## src/rtl/debounce_pkg.sv

```systemverilog
// Shared definitions for the button debouncer: FSM state encodings and default
// stability window.
package debounce_pkg;

  typedef enum logic [1:0] {
    IDLE_LO = 2'b00,
    WAIT_HI = 2'b01,
    IDLE_HI = 2'b11,
    WAIT_LO = 2'b10
  } state_t;

  // 1 ms at 50 MHz
  localparam int STABLE_CNT_DEFAULT = 50000;
  localparam int CNT_W_DEFAULT      = 16;

endpackage

```

## src/rtl/button_debouncer_sync_2ff.sv

```systemverilog
// Two-flop synchronizer bringing an asynchronous level into the CLK domain.
module sync_2ff (
  input  logic CLK,
  input  logic RST_N,
  input  logic D,
  output logic Q
);

  logic sync1;
  logic sync2;

  always_ff @(posedge CLK or negedge RST_N) begin
    if (!RST_N) begin
      sync1 <= 1'b0;
      sync2 <= 1'b0;
    end else begin
      sync1 <= D;
      sync2 <= sync1;
    end
  end

  assign Q = sync2;

endmodule

```

## src/rtl/button_debouncer.sv

```systemverilog
// Debounces a raw button level into a clean registered D_OUT with optional
// one-cycle RISE/FALL pulses (enabled by BUTTON_DEBOUNCER_EDGE_PULSE_EN).
module button_debouncer
  import debounce_pkg::*;
#(
  parameter int STABLE_CNT = STABLE_CNT_DEFAULT,
  parameter int CNT_W      = CNT_W_DEFAULT
) (
  input  logic CLK,
  input  logic RST_N,
  input  logic BTN_IN,
  output logic D_OUT,
  output logic RISE,
  output logic FALL
);

  localparam logic [CNT_W-1:0] CNT_LAST = CNT_W'(STABLE_CNT - 1);
  localparam logic [CNT_W-1:0] CNT_ONE  = CNT_W'(1);

  generate
    if (STABLE_CNT < 2) begin : g_bad_stable_cnt
      $error("STABLE_CNT must be at least 2");
    end
    if ((64'd1 << CNT_W) < 64'(STABLE_CNT)) begin : g_bad_cnt_w
      $error("CNT_W too narrow for STABLE_CNT");
    end
  endgenerate

  logic             sync2;
  state_t           state;
  state_t           state_nxt;
  logic [CNT_W-1:0] cnt;
  logic [CNT_W-1:0] cnt_nxt;
  logic             d_out_nxt;

  sync_2ff u_sync (
    .CLK   (CLK),
    .RST_N (RST_N),
    .D     (BTN_IN),
    .Q     (sync2)
  );

  // Stage p0: FSM state, stability counter and debounced level
  always_ff @(posedge CLK or negedge RST_N) begin
    if (!RST_N) begin
      state <= IDLE_LO;
      cnt   <= '0;
      D_OUT <= 1'b0;
    end else begin
      state <= state_nxt;
      cnt   <= cnt_nxt;
      D_OUT <= d_out_nxt;
    end
  end

  // A mismatch clearing on the commit edge wins over the commit.
  always_comb begin
    state_nxt = state;
    cnt_nxt   = cnt;
    d_out_nxt = D_OUT;
    case (state)
      IDLE_LO: begin
        if (sync2) begin
          state_nxt = WAIT_HI;
          cnt_nxt   = CNT_ONE;
        end else begin
          cnt_nxt   = '0;
        end
      end
      WAIT_HI: begin
        if (!sync2) begin
          state_nxt = IDLE_LO;
          cnt_nxt   = '0;
        end else if (cnt == CNT_LAST) begin
          state_nxt = IDLE_HI;
          cnt_nxt   = '0;
          d_out_nxt = 1'b1;
        end else begin
          cnt_nxt   = cnt + CNT_ONE;
        end
      end
      IDLE_HI: begin
        if (!sync2) begin
          state_nxt = WAIT_LO;
          cnt_nxt   = CNT_ONE;
        end else begin
          cnt_nxt   = '0;
        end
      end
      WAIT_LO: begin
        if (sync2) begin
          state_nxt = IDLE_HI;
          cnt_nxt   = '0;
        end else if (cnt == CNT_LAST) begin
          state_nxt = IDLE_LO;
          cnt_nxt   = '0;
          d_out_nxt = 1'b0;
        end else begin
          cnt_nxt   = cnt + CNT_ONE;
        end
      end
      default: begin
        state_nxt = IDLE_LO;
        cnt_nxt   = '0;
        d_out_nxt = 1'b0;
      end
    endcase
  end

`ifdef BUTTON_DEBOUNCER_EDGE_PULSE_EN
  logic rise_nxt;
  logic fall_nxt;

  assign rise_nxt = d_out_nxt & ~D_OUT;
  assign fall_nxt = ~d_out_nxt & D_OUT;

  // Stage p1: edge pulses aligned with the D_OUT change
  always_ff @(posedge CLK or negedge RST_N) begin
    if (!RST_N) begin
      RISE <= 1'b0;
      FALL <= 1'b0;
    end else begin
      RISE <= rise_nxt;
      FALL <= fall_nxt;
    end
  end
`else
  assign RISE = 1'b0;
  assign FALL = 1'b0;
`endif

endmodule

```

## config.mk

```make
export PLATFORM = sky130hd
export DESIGN_NAME = button_debouncer
export DESIGN_NICKNAME = d
export VERILOG_FILES = /design/src/rtl/debounce_pkg.sv /design/src/rtl/button_debouncer_sync_2ff.sv /design/src/rtl/button_debouncer.sv
export SDC_FILE = /design/constraint.sdc
export NUM_CORES = 1
export LEC_CHECK = 0
export ABC_AREA = 1
export BUFFER_PORTS_ARGS = -buffer_cell sky130_fd_sc_hd__buf_4
export CORE_MARGIN = 2
export CORE_UTILIZATION = 35
export CTS_CLUSTER_SIZE = 28
export DETAILED_ROUTE_END_ITERATION = 10
export PLACE_DENSITY = 0.57
export SLEW_MARGIN = 20
export SYNTH_ARGS = -nofsm -noshare
export SYNTH_HDL_FRONTEND = slang
export SYNTH_SLANG_ARGS = --single-unit
```

## constraint.sdc

```tcl
create_clock -name CLK -period 1.8 [get_ports CLK]
set_input_delay 0.09 -clock CLK [delete_from_list [all_inputs] [get_ports CLK]]
set_output_delay 0.09 -clock CLK [all_outputs]
set_load 0.02 [all_outputs]
```

==> out/qor.csv <==
metric,value,unit
status,completed,
irDropWorstVdd,661,µV
fmax,638,MHz
cts_tree,done,
wire_per_inst,10.6,µm
yosysMostFrequentCell,nand2_1,
antenna_found_initial,0,
rr_endpoint,cnt[12]$_DFF_PN0_,
route.detailed.drc,0,
crit_type,reg2reg,
r2r_cells,8,
place_area,1300,µm²
yosysTopAreaCell,dfrtp_1,
yosysWarnings,0,
hold_viol,0,
p_per_area,949,nW/µm²
crit_path_end_kind,flip-flop,
p_leak,0.000609,µW
synthArstFlopShare,100,%
finalSetupViolCount,0,
start_util,36.9,%
power.total,1280,µW
synthTopCellsByCount,"nand2_1 (33), nor2_1 (27), dfrtp_1 (21), inv_1 (17), nand3_1 (12)",
die_x,63.8,µm
drt-initial-drc-count,43,
period_minus_slack,1.57,ns
hpwl,1700,µm
ys_types,20,
cts_buffer_depth,2,
cts_made_buffers,3,
dp.cells,204,
port-buffer-count,3,
synth_top_flop_cell,dfrtp_1,
rsz0062_at_grt,no,
ios,6,
row_count,21,
skew,0.00984,ns
finalCritPeriodShare,87.1,%
rr_startpoint,cnt[0]$_DFF_PN0_,
diodes,0,
power_switching,495,µW
nNetsFinal,175,
drive_gt1_share,12.8,%
grt_pass1_vias,945,
drv_cap,0,
avgSynthCellArea,7.96,µm²
clkPwrFrac,17.3,%
internal_power,781,µW
ys_ff_latch,21,
syn_to_final_growth,7.61,%
final_antenna_net_count,0,
die_h,63.8,µm
crit_arrival,1.76,ns
finalWirelength,2230,µm
netlist_instances,157,
seq_power_share,45.1,%
synth-seq-area-share,42.0,%
cts.reportedPaths.clkPinSlew,0.12,ns
postLayoutCellArea,1350,µm²
clockRootBuffer,clkbuf_4,
syn-cell-area,1250,µm²
first_pass_iters,5,
setup_tns,0,ns
post_cts_resize_count,0,
die-area,4070,µm²
holdCritPathClass,in2async,
num_vias,969,
gp_congestion,0.858,
path_max_fanout,15,
synth-edff-count,0,
grt_pass1_wl,3970,µm
worstSetupStartpointType,flip-flop,
p_sw_share,38.8,%
viasPerCell,4.61,
pwr-share-comb,37.6,%
synth_top_cell_area_share,42.0,%
insertion_delay,0.30,ns
htree_levels,1,
reg2reg_slack,0.23,ns
synthTopCellsByArea,"dfrtp_1 (42%), nand2_1 (9.9%), nor2_1 (8.1%), ha_1 (7.0%), nor2_2 (5.5%)",
nFillCells,343,
required,1.99,ns
grt-ovfl-total,0,
fin_cells,210,
cts_sinks,21,
grt_use_total,12.4,%
core-area,3390,µm²
grt_max_degree,22,
final-max-slew-violation-count,0,
sequential cells by signal, indices dropped and copies added (netlist names):
signal,count
cnt,16
state,2
D_OUT,1
u_sync.sync1,1
u_sync.Q,1
logic make-up (layout without fill, tap and decap cells):
logic type	after synthesis	in the layout	share of synthesized area, %
AOI/OAI and AO/OA	10	10	4.40
xor gates and xnor gates	9	9	6.31
buffers and inverters	20	26	7.91
other	1	2	0.300
adders and majority gates	7	7	7.01
and+or+nand+nor	89	89	32.0
DFF	21	21	42.0
stage by stage:
step	worst slack (ns)	hold slack [ns]	util, %
global placement	0.299	-0.00853	38.3
global route	0.0776	0.205	39.7
detailed placement	0.231	-0.00249	38.3
floorplan	0.366	-0.206	-
finish	0.232	0.192	39.7
CTS	0.220	0.188	39.7
power groups by stage:
stage	combinational, µW	clock, µW	sequential [µW]
after floorplan	403	0	586
after global placement	474	0	578
after detailed placement	482	0	584
after CTS	485	243	576
after global routing	551	260	582
final	480	221	575
cell usage in the layout, fill, tap and decap left out, drive strengths merged:
master	instances
nand4	2
nand2	36
o21a	1
nor2	38
o22ai	2
a21oi	2
dfrtp	21
xor2	5
buf	3
nand3	13
clkbuf	4
conb	2
inv	17
o21ai	5
dlygate4sd3	2
ha	7
xnor2	4
how the worst max path moves through the flow:
stage               depth (start not counted)             start                end  slack, ns
global route                                8  cnt[0]$_DFF_PN0_  cnt[12]$_DFF_PN0_       0.08
detailed placement                          8  cnt[0]$_DFF_PN0_  cnt[12]$_DFF_PN0_       0.23
CTS                                         8  cnt[0]$_DFF_PN0_  cnt[12]$_DFF_PN0_       0.22
floorplan                                   9  cnt[0]$_DFF_PN0_   cnt[3]$_DFF_PN0_       0.37
finish                                      8  cnt[0]$_DFF_PN0_  cnt[12]$_DFF_PN0_       0.23
global placement                            8  cnt[0]$_DFF_PN0_  cnt[11]$_DFF_PN0_       0.30
critical path: stages (launching register included):
cell and delay [ns]:
dfrtp_1 0.41, ha_1 0.22, nand3_2 0.10, nor2_2 0.13, nand2_2 0.08, nand3_1 0.15, nand2_2 0.10, nand2_4 0.21
nor2_1 0.08
routing by layer:
metal / vias up / routed length [µm] / track usage, %
met3: 4 / 59 / 3.70
met1: 453 / 1050 / 14.6
li1: 496 / - / -
met5: - / 0 / 0
met2: 16 / 1090 / 22.2
met4: 0 / 23 / 2.45
layout make-up:
type / count / area (µm²) / area share, %
tap: 46 / 57.6 / 4.28
inverter: 17 / 63.8 / 4.74
timing repair buffer: 5 / 42.5 / 3.16
multi-input combinational: 117 / 629 / 46.8
clock buffer: 4 / 26.3 / 1.95
sequential: 21 / 526 / 39.1
what timing repair did:
item | CTS | global route
hold buffers | 2 | 0
endpoints found under the hold margin | 22 | 0
buffers inserted | 0 | 0
Note: power is estimated with default switching activity, not from simulation.
